### config.mk
export PLATFORM = sky130hd
export DESIGN_NAME = dmem_responder
export DESIGN_NICKNAME = d
export VERILOG_FILES = /design/src/rtl/dmem_pkg.sv /design/src/rtl/dmem_array.sv /design/src/rtl/dmem_responder.sv
export SDC_FILE = /design/constraint.sdc
export NUM_CORES = 2
export LEC_CHECK = 0
export CAP_MARGIN = 20
export CORE_MARGIN = 2
export CORE_UTILIZATION = 25
export DETAILED_ROUTE_END_ITERATION = 6
export HOLD_SLACK_MARGIN = 0.03
export PLACE_DENSITY = 0.38
export SLEW_MARGIN = 20
export SYNTH_ARGS = -nofsm -noshare
export SYNTH_HDL_FRONTEND = slang
export SYNTH_SLANG_ARGS = --single-unit
### constraint.sdc
create_clock -name clk -period 4.7 [get_ports clk]
set_input_delay 0.94 -clock clk [delete_from_list [all_inputs] [get_ports clk]]
set_output_delay 0.94 -clock clk [all_outputs]
set_load 0.01 [all_outputs]
### src/rtl/dmem_pkg.sv
// Shared types and constants for the dmem_responder data memory.
package dmem_pkg;

  localparam int WORD_W     = 32;
  localparam int BYTE_LANES = 4;

  typedef enum logic [1:0] {
    ST_IDLE = 2'd0,
    ST_WAIT = 2'd1,
    ST_RESP = 2'd2
  } state_t;

  // Word-index width for a power-of-two depth; never narrower than one bit.
  function automatic int idx_width(input int depth);
    return (depth > 1) ? $clog2(depth) : 1;
  endfunction

endpackage

### src/rtl/dmem_array.sv
// Single-port word RAM: synchronous per-byte write, combinational read.
// Contents are deliberately not reset.
module dmem_array
  import dmem_pkg::*;
#(
  parameter  int DEPTH = 64,
  localparam int IDX_W = idx_width(DEPTH)
) (
  input  logic                  i_clk,
  input  logic                  i_we,
  input  logic [BYTE_LANES-1:0] i_be,
  input  logic [IDX_W-1:0]      i_idx,
  input  logic [WORD_W-1:0]     i_wdata,
  output logic [WORD_W-1:0]     o_rdata
);

  logic [WORD_W-1:0] r_mem [DEPTH];

  // Write only the byte lanes whose enable is set.
  always_ff @(posedge i_clk) begin
    if (i_we) begin
      for (int i = 0; i < BYTE_LANES; i++) begin
        if (i_be[i]) r_mem[i_idx][8*i +: 8] <= i_wdata[8*i +: 8];
      end
    end
  end

  assign o_rdata = r_mem[i_idx];

endmodule

### src/rtl/dmem_responder.sv
// Load/store responder: one request in flight, fixed wait, held response.
// Optional build macro DMEM_BYTE_STROBE_EN adds req_be byte strobes for stores
// (store alignment check relaxed; loads still must be word aligned).
//
// state   | meaning
// --------+-------------------------------------------------------------
// ST_IDLE | ready for a request (req_ready high one cycle after reset)
// ST_WAIT | counting down the access latency, access done at count 0
// ST_RESP | response held until rsp_valid & rsp_ready
module dmem_responder
  import dmem_pkg::*;
#(
  parameter int DEPTH   = 64,
  parameter int LATENCY = 2
) (
  input  logic              clk,
  input  logic              reset,
  input  logic              req_valid,
  output logic              req_ready,
  input  logic              req_we,
  input  logic [WORD_W-1:0] req_addr,
  input  logic [WORD_W-1:0] req_wdata,
`ifdef DMEM_BYTE_STROBE_EN
  input  logic [BYTE_LANES-1:0] req_be,
`endif
  output logic              rsp_valid,
  input  logic              rsp_ready,
  output logic [WORD_W-1:0] rsp_rdata,
  output logic              rsp_err
);

  localparam int         IDX_W    = idx_width(DEPTH);
  localparam logic [3:0] CNT_INIT = (LATENCY > 0) ? 4'(LATENCY - 1) : 4'd0;

  state_t              r_state;
  logic [3:0]          r_cnt;
  logic                r_req_ready;
  logic                r_we;
  logic [WORD_W-1:0]   r_addr;
  logic [WORD_W-1:0]   r_wdata;
  logic                r_rsp_valid;
  logic [WORD_W-1:0]   r_rsp_rdata;
  logic                r_rsp_err;

  logic                  w_accept;
  logic                  w_acc_now;
  logic                  w_acc_we;
  logic [WORD_W-1:0]     w_acc_addr;
  logic [WORD_W-1:0]     w_acc_wdata;
  logic [BYTE_LANES-1:0] w_acc_be;
  logic                  w_misalign;
  logic                  w_range;
  logic                  w_err;
  logic                  w_mem_we;
  logic [WORD_W-1:0]     w_rdata;

  assign w_accept = (r_state == ST_IDLE) && r_req_ready && req_valid;

  // With zero latency the access happens on the accepting edge straight from
  // the request inputs; otherwise it uses the captured copy at count zero.
  assign w_acc_now   = (LATENCY == 0) ? w_accept : ((r_state == ST_WAIT) && (r_cnt == 4'd0));
  assign w_acc_we    = (LATENCY == 0) ? req_we    : r_we;
  assign w_acc_addr  = (LATENCY == 0) ? req_addr  : r_addr;
  assign w_acc_wdata = (LATENCY == 0) ? req_wdata : r_wdata;

`ifdef DMEM_BYTE_STROBE_EN
  logic [BYTE_LANES-1:0] r_be;
  assign w_acc_be   = (LATENCY == 0) ? req_be : r_be;
  assign w_misalign = (w_acc_addr[1:0] != 2'b00) && !w_acc_we;

  // Strobes travel with the rest of the captured request.
  always_ff @(posedge clk) begin
    if (w_accept) r_be <= req_be;
  end
`else
  assign w_acc_be   = '1;
  assign w_misalign = (w_acc_addr[1:0] != 2'b00);
`endif

  assign w_range  = |w_acc_addr[WORD_W-1:IDX_W+2];
  assign w_err    = w_misalign || w_range;
  assign w_mem_we = w_acc_now && w_acc_we && !w_err;

  dmem_array #(.DEPTH(DEPTH)) u_array (
    .i_clk   (clk),
    .i_we    (w_mem_we),
    .i_be    (w_acc_be),
    .i_idx   (w_acc_addr[IDX_W+1:2]),
    .i_wdata (w_acc_wdata),
    .o_rdata (w_rdata)
  );

  // Request sequencing, latency countdown and registered response outputs.
  always_ff @(posedge clk) begin
    if (reset) begin
      r_state     <= ST_IDLE;
      r_cnt       <= 4'd0;
      r_req_ready <= 1'b0;
      r_rsp_valid <= 1'b0;
      r_rsp_rdata <= '0;
      r_rsp_err   <= 1'b0;
    end else begin
      case (r_state)
        ST_IDLE: begin
          r_req_ready <= 1'b1;
          if (w_accept) begin
            r_req_ready <= 1'b0;
            r_we        <= req_we;
            r_addr      <= req_addr;
            r_wdata     <= req_wdata;
            if (LATENCY == 0) begin
              r_state <= ST_RESP;
            end else begin
              r_state <= ST_WAIT;
              r_cnt   <= CNT_INIT;
            end
          end
        end
        ST_WAIT: begin
          if (r_cnt == 4'd0) r_state <= ST_RESP;
          else               r_cnt   <= r_cnt - 4'd1;
        end
        ST_RESP: begin
          if (rsp_ready) begin
            r_state     <= ST_IDLE;
            r_req_ready <= 1'b1;
            r_rsp_valid <= 1'b0;
            r_rsp_rdata <= '0;
            r_rsp_err   <= 1'b0;
          end
        end
        default: r_state <= ST_IDLE;
      endcase

      if (w_acc_now) begin
        r_rsp_valid <= 1'b1;
        r_rsp_rdata <= (!w_acc_we && !w_err) ? w_rdata : '0;
        r_rsp_err   <= w_err;
      end
    end
  end

  assign req_ready = r_req_ready;
  assign rsp_valid = r_rsp_valid;
  assign rsp_rdata = r_rsp_rdata;
  assign rsp_err   = r_rsp_err;

endmodule

==> impl_metrics.py <==
metrics = {
    "cts": {
        "clock-sinks": 2160,
        "cts_tree": "done",
        "clkTransAtPathRegs_ns": 0.06,
        "numCtsBuffers": 238,
        "postCtsSetupBuffers": 0,
        "cts-hold-fix-buffers": 0,
        "clock_latency_ns": 0.86,
        "cts_root_buffer": "clkbuf_16",
        "clk_path_buf_depth": 3,
        "htree_levels": 4,
        "cts_resized": 0,
    },
    "sta": {
        "max_freq_ghz": 0.2475,
        "setup_viol": 0,
        "post-route-min-period_ns": 4.041,
        "finalClockSkew_ns": 0.03458,
        "rsz0062_at_grt": "no",
        "timing.setup.tns_ns": 0,
        "finalCritPeriodShare_pct": 85.98,
        "slew_headroom_pct": 32.39,
        "tightestPinTransition_ns": 1.012,
        "drv_slew": 0,
        "final_hold_viol_count": 0,
    },
    "die": {
        "design.die.area_mm2": 0.3345,
        "fp.coreArea_mm2": 0.3277,
        "rows": 210,
        "ios": 104,
        "initial_core_util_pct": 25.17,
        "fp.dieH_um": 578.4,
        "die_w_um": 578.4,
    },
    "worst_setup_path": {
        "crit_path_max_incr_delay_ns": 0.89,
        "cp_data_arrival_time_ns": 4.58,
        "cpMostUsedCell": "nand2_1",
        "critPathBufInv": 2,
        "r2r_slack_ns": 0.66,
        "crit_path_top_delay_cell": "nor2_4",
        "critPathLaunchType": "flop",
        "critPathMaxFanout": 12,
        "cp.required_ns": 5.24,
        "crit_chain": "inv_1, ha_1, nor3b_1, nand2_1, nor4_2, nand2_1, nor2_4, buf_4",
        "end_kind": "flop",
        "path_class": "reg -> reg",
        "crit_family": "simple AND/OR/NAND/NOR gates",
    },
    "finish": {
        "nFillCells": 31792,
        "fin_area_mm2": 0.09810,
        "final_cells": 8763,
        "fin_util_pct": 29.94,
        "drive_above_1_share_pct": 25.71,
        "fin_nets": 4287,
        "areaGrowthSynthToFinish_pct": 18.95,
    },
    "routing": {
        "ant_nets": 0,
        "drc": 0,
        "drt_pass1_iterations": 6,
        "drt_iter0_markers": 3935,
        "vias_per_cell": 4.662,
        "vias": 40850,
        "routed_wl_um": 271400,
        "wl_per_cell_um": 30.97,
    },
    "logic_synthesis": {
        "synth_edf_count": 2113,
        "syn_inst": 3834,
        "ys.flop_type": "edfxtp_1",
        "netlist_area_mm2": 0.08247,
        "yosysSeqAreaShare_pct": 78.08,
        "synth_top_cell_area_share_pct": 76.93,
        "syn_nets": 3904,
        "synth_warnings": 0,
        "synth_most_common_cell": "edfxtp_1",
        "ys_seq_elements": 2160,
        "async_flop_share_pct": 0,
        "netlist_top_cells_count": "edfxtp_1, mux4_2, mux2i_1, nand2_1, a22oi_1",
        "yosysTopAreaCell": "edfxtp_1",
        "syn_avg_cell_area_um2": 21.51,
        "ys_types": 66,
        "synthTopCellsByArea": "edfxtp_1, mux4_2, mux2i_1",
    },
    "power": {
        "p_sw_share_pct": 21.63,
        "p_int_mw": 32.00,
        "p_per_area_mw_per_mm2": 416.3,
        "p_sw_mw": 8.834,
        "leakage_nw": 30.29,
        "power_frac_comb_pct": 4.5,
        "irDropWorstVdd_uv": 384.2,
        "seq_power_share_pct": 51.7,
        "clockPowerShare_pct": 43.8,
        "p_total_mw": 40.84,
    },
    "min_path": {
        "worstHoldPathType": "reg -> reg",
    },
    "run": {
        "drv_cap": 0,
    },
    "outcome": {
        "outcome": "complete, no violations",
    },
    "global_route": {
        "grt_first_pass_wirelength_um": 369700,
        "grt_max_degree": 92,
        "track_usage_pct": 16.08,
        "overflow": 0,
        "antenna_found_initial": 15,
        "grt_pass1_vias": 42619,
    },
    "place": {
        "dp_cells": 8319,
        "placed_area_mm2": 0.09060,
        "portBuffers": 103,
        "hpwl_um": 160100,
        "place_congestion": 0.7390,
    },
}
-- cells by family (layout without fill, tap and decap cells) --
family	after synthesis	after routing	synth area share, %
compound gates	348	348	3.005
xor+xnor	2	2	0.02124
fa+ha+maj	1	1	0.01517
buf+inv	219	799	1.733
flops	2160	2160	78.08
mux	639	639	14.50
other cells	0	3	0
simple gates	465	465	2.653
-- routing by layer --
metal	share of wire (%)	track usage, %	vias to the layer above
li1	-	-	16865
met1	45	22.27	22599
met2	48	26.49	1094
met3	4.4	2.320	292
met4	2.4	3.959	0
met5	0	0	-
-- registers in the layout (all words and copies together) (netlist names), named ones only --
signal         count
r_addr            32
r_cnt              4
r_state            2
r_wdata           32
r_we               1
req_ready          1
rsp_err            1
rsp_rdata         32
rsp_valid          1
u_array.r_mem   2048
-- metrics by stage --
step / worst slack (ns) / hold slack [ns]
detailed placement: 0.6659 / 0.4675
CTS: 0.6048 / 0.4873
global placement: 0.6244 / 0.4740
global route: 0.4320 / 0.5008
floorplan: 0.7838 / 0.4623
finish: 0.6591 / 0.4806
-- worst register-to-register path: cells and delay by family, from the launching register on --
family	cells	cell delay, ns
flops	1	0.34
buf+inv	2	0.43
simple gates	5	2.79
fa+ha+maj	1	0.17
-- power by group through the flow --
stage	sequential [mW]	clock, mW	combinational (mW)
after floorplan	21.5	0	1.06
after global placement	21.5	0	1.89
after detailed placement	21.5	0	1.89
after CTS	21.1	18.4	1.90
after global routing	21.1	19.1	1.97
final	21.1	17.9	1.85
-- final timing paths --
check,from,to,cells after the start
max,r_cnt[0],u_array.r_mem[36][19],8
min,rsp_valid,rsp_valid,2
max reg2reg,r_cnt[0],u_array.r_mem[36][19],8
min reg2reg,rsp_valid,rsp_valid,2
-- layout make-up --
| cell class | count | area [µm²] | share of cell area [%] |
|---|---|---|---|
| multi-input combinational | 1455 | 17190 | 17.52 |
| timing repair buffer | 353 | 3583 | 3.653 |
| antenna | 3 | 7.507 | 0.007652 |
| clock buffer | 339 | 6649 | 6.777 |
| tap | 4346 | 5438 | 5.543 |
| clock inverter | 98 | 789.5 | 0.8048 |
| sequential | 2160 | 64410 | 65.66 |
| inverter | 9 | 35.03 | 0.03571 |
-- layout by cell type, fill, tap and decap left out, types with 9 or more instances in the layout --
cell type,n
a31oi_1,16
a211oi_1,15
nor2_1,44
nor2_4,64
edfxtp_1,2113
nor2b_1,21
clkinv_1,37
a22o_1,15
clkinv_2,38
buf_12,50
o22ai_1,14
nand2b_1,12
clkbuf_8,25
bufinv_16,9
mux2i_1,182
and2_1,14
o21ai_1,23
mux4_2,443
o211ai_1,12
nand4_1,9
clkbuf_1,73
nand2_1,177
a21oi_1,46
clkdlybuf4s50_1,103
dfxtp_1,41
buf_4,195
a221oi_1,15
o32ai_1,10
nand3_1,49
a22oi_1,111
o21ai_0,19
nor3_1,20
clkbuf_16,241
mux2_2,14
Power figures use the tool's default switching activity.
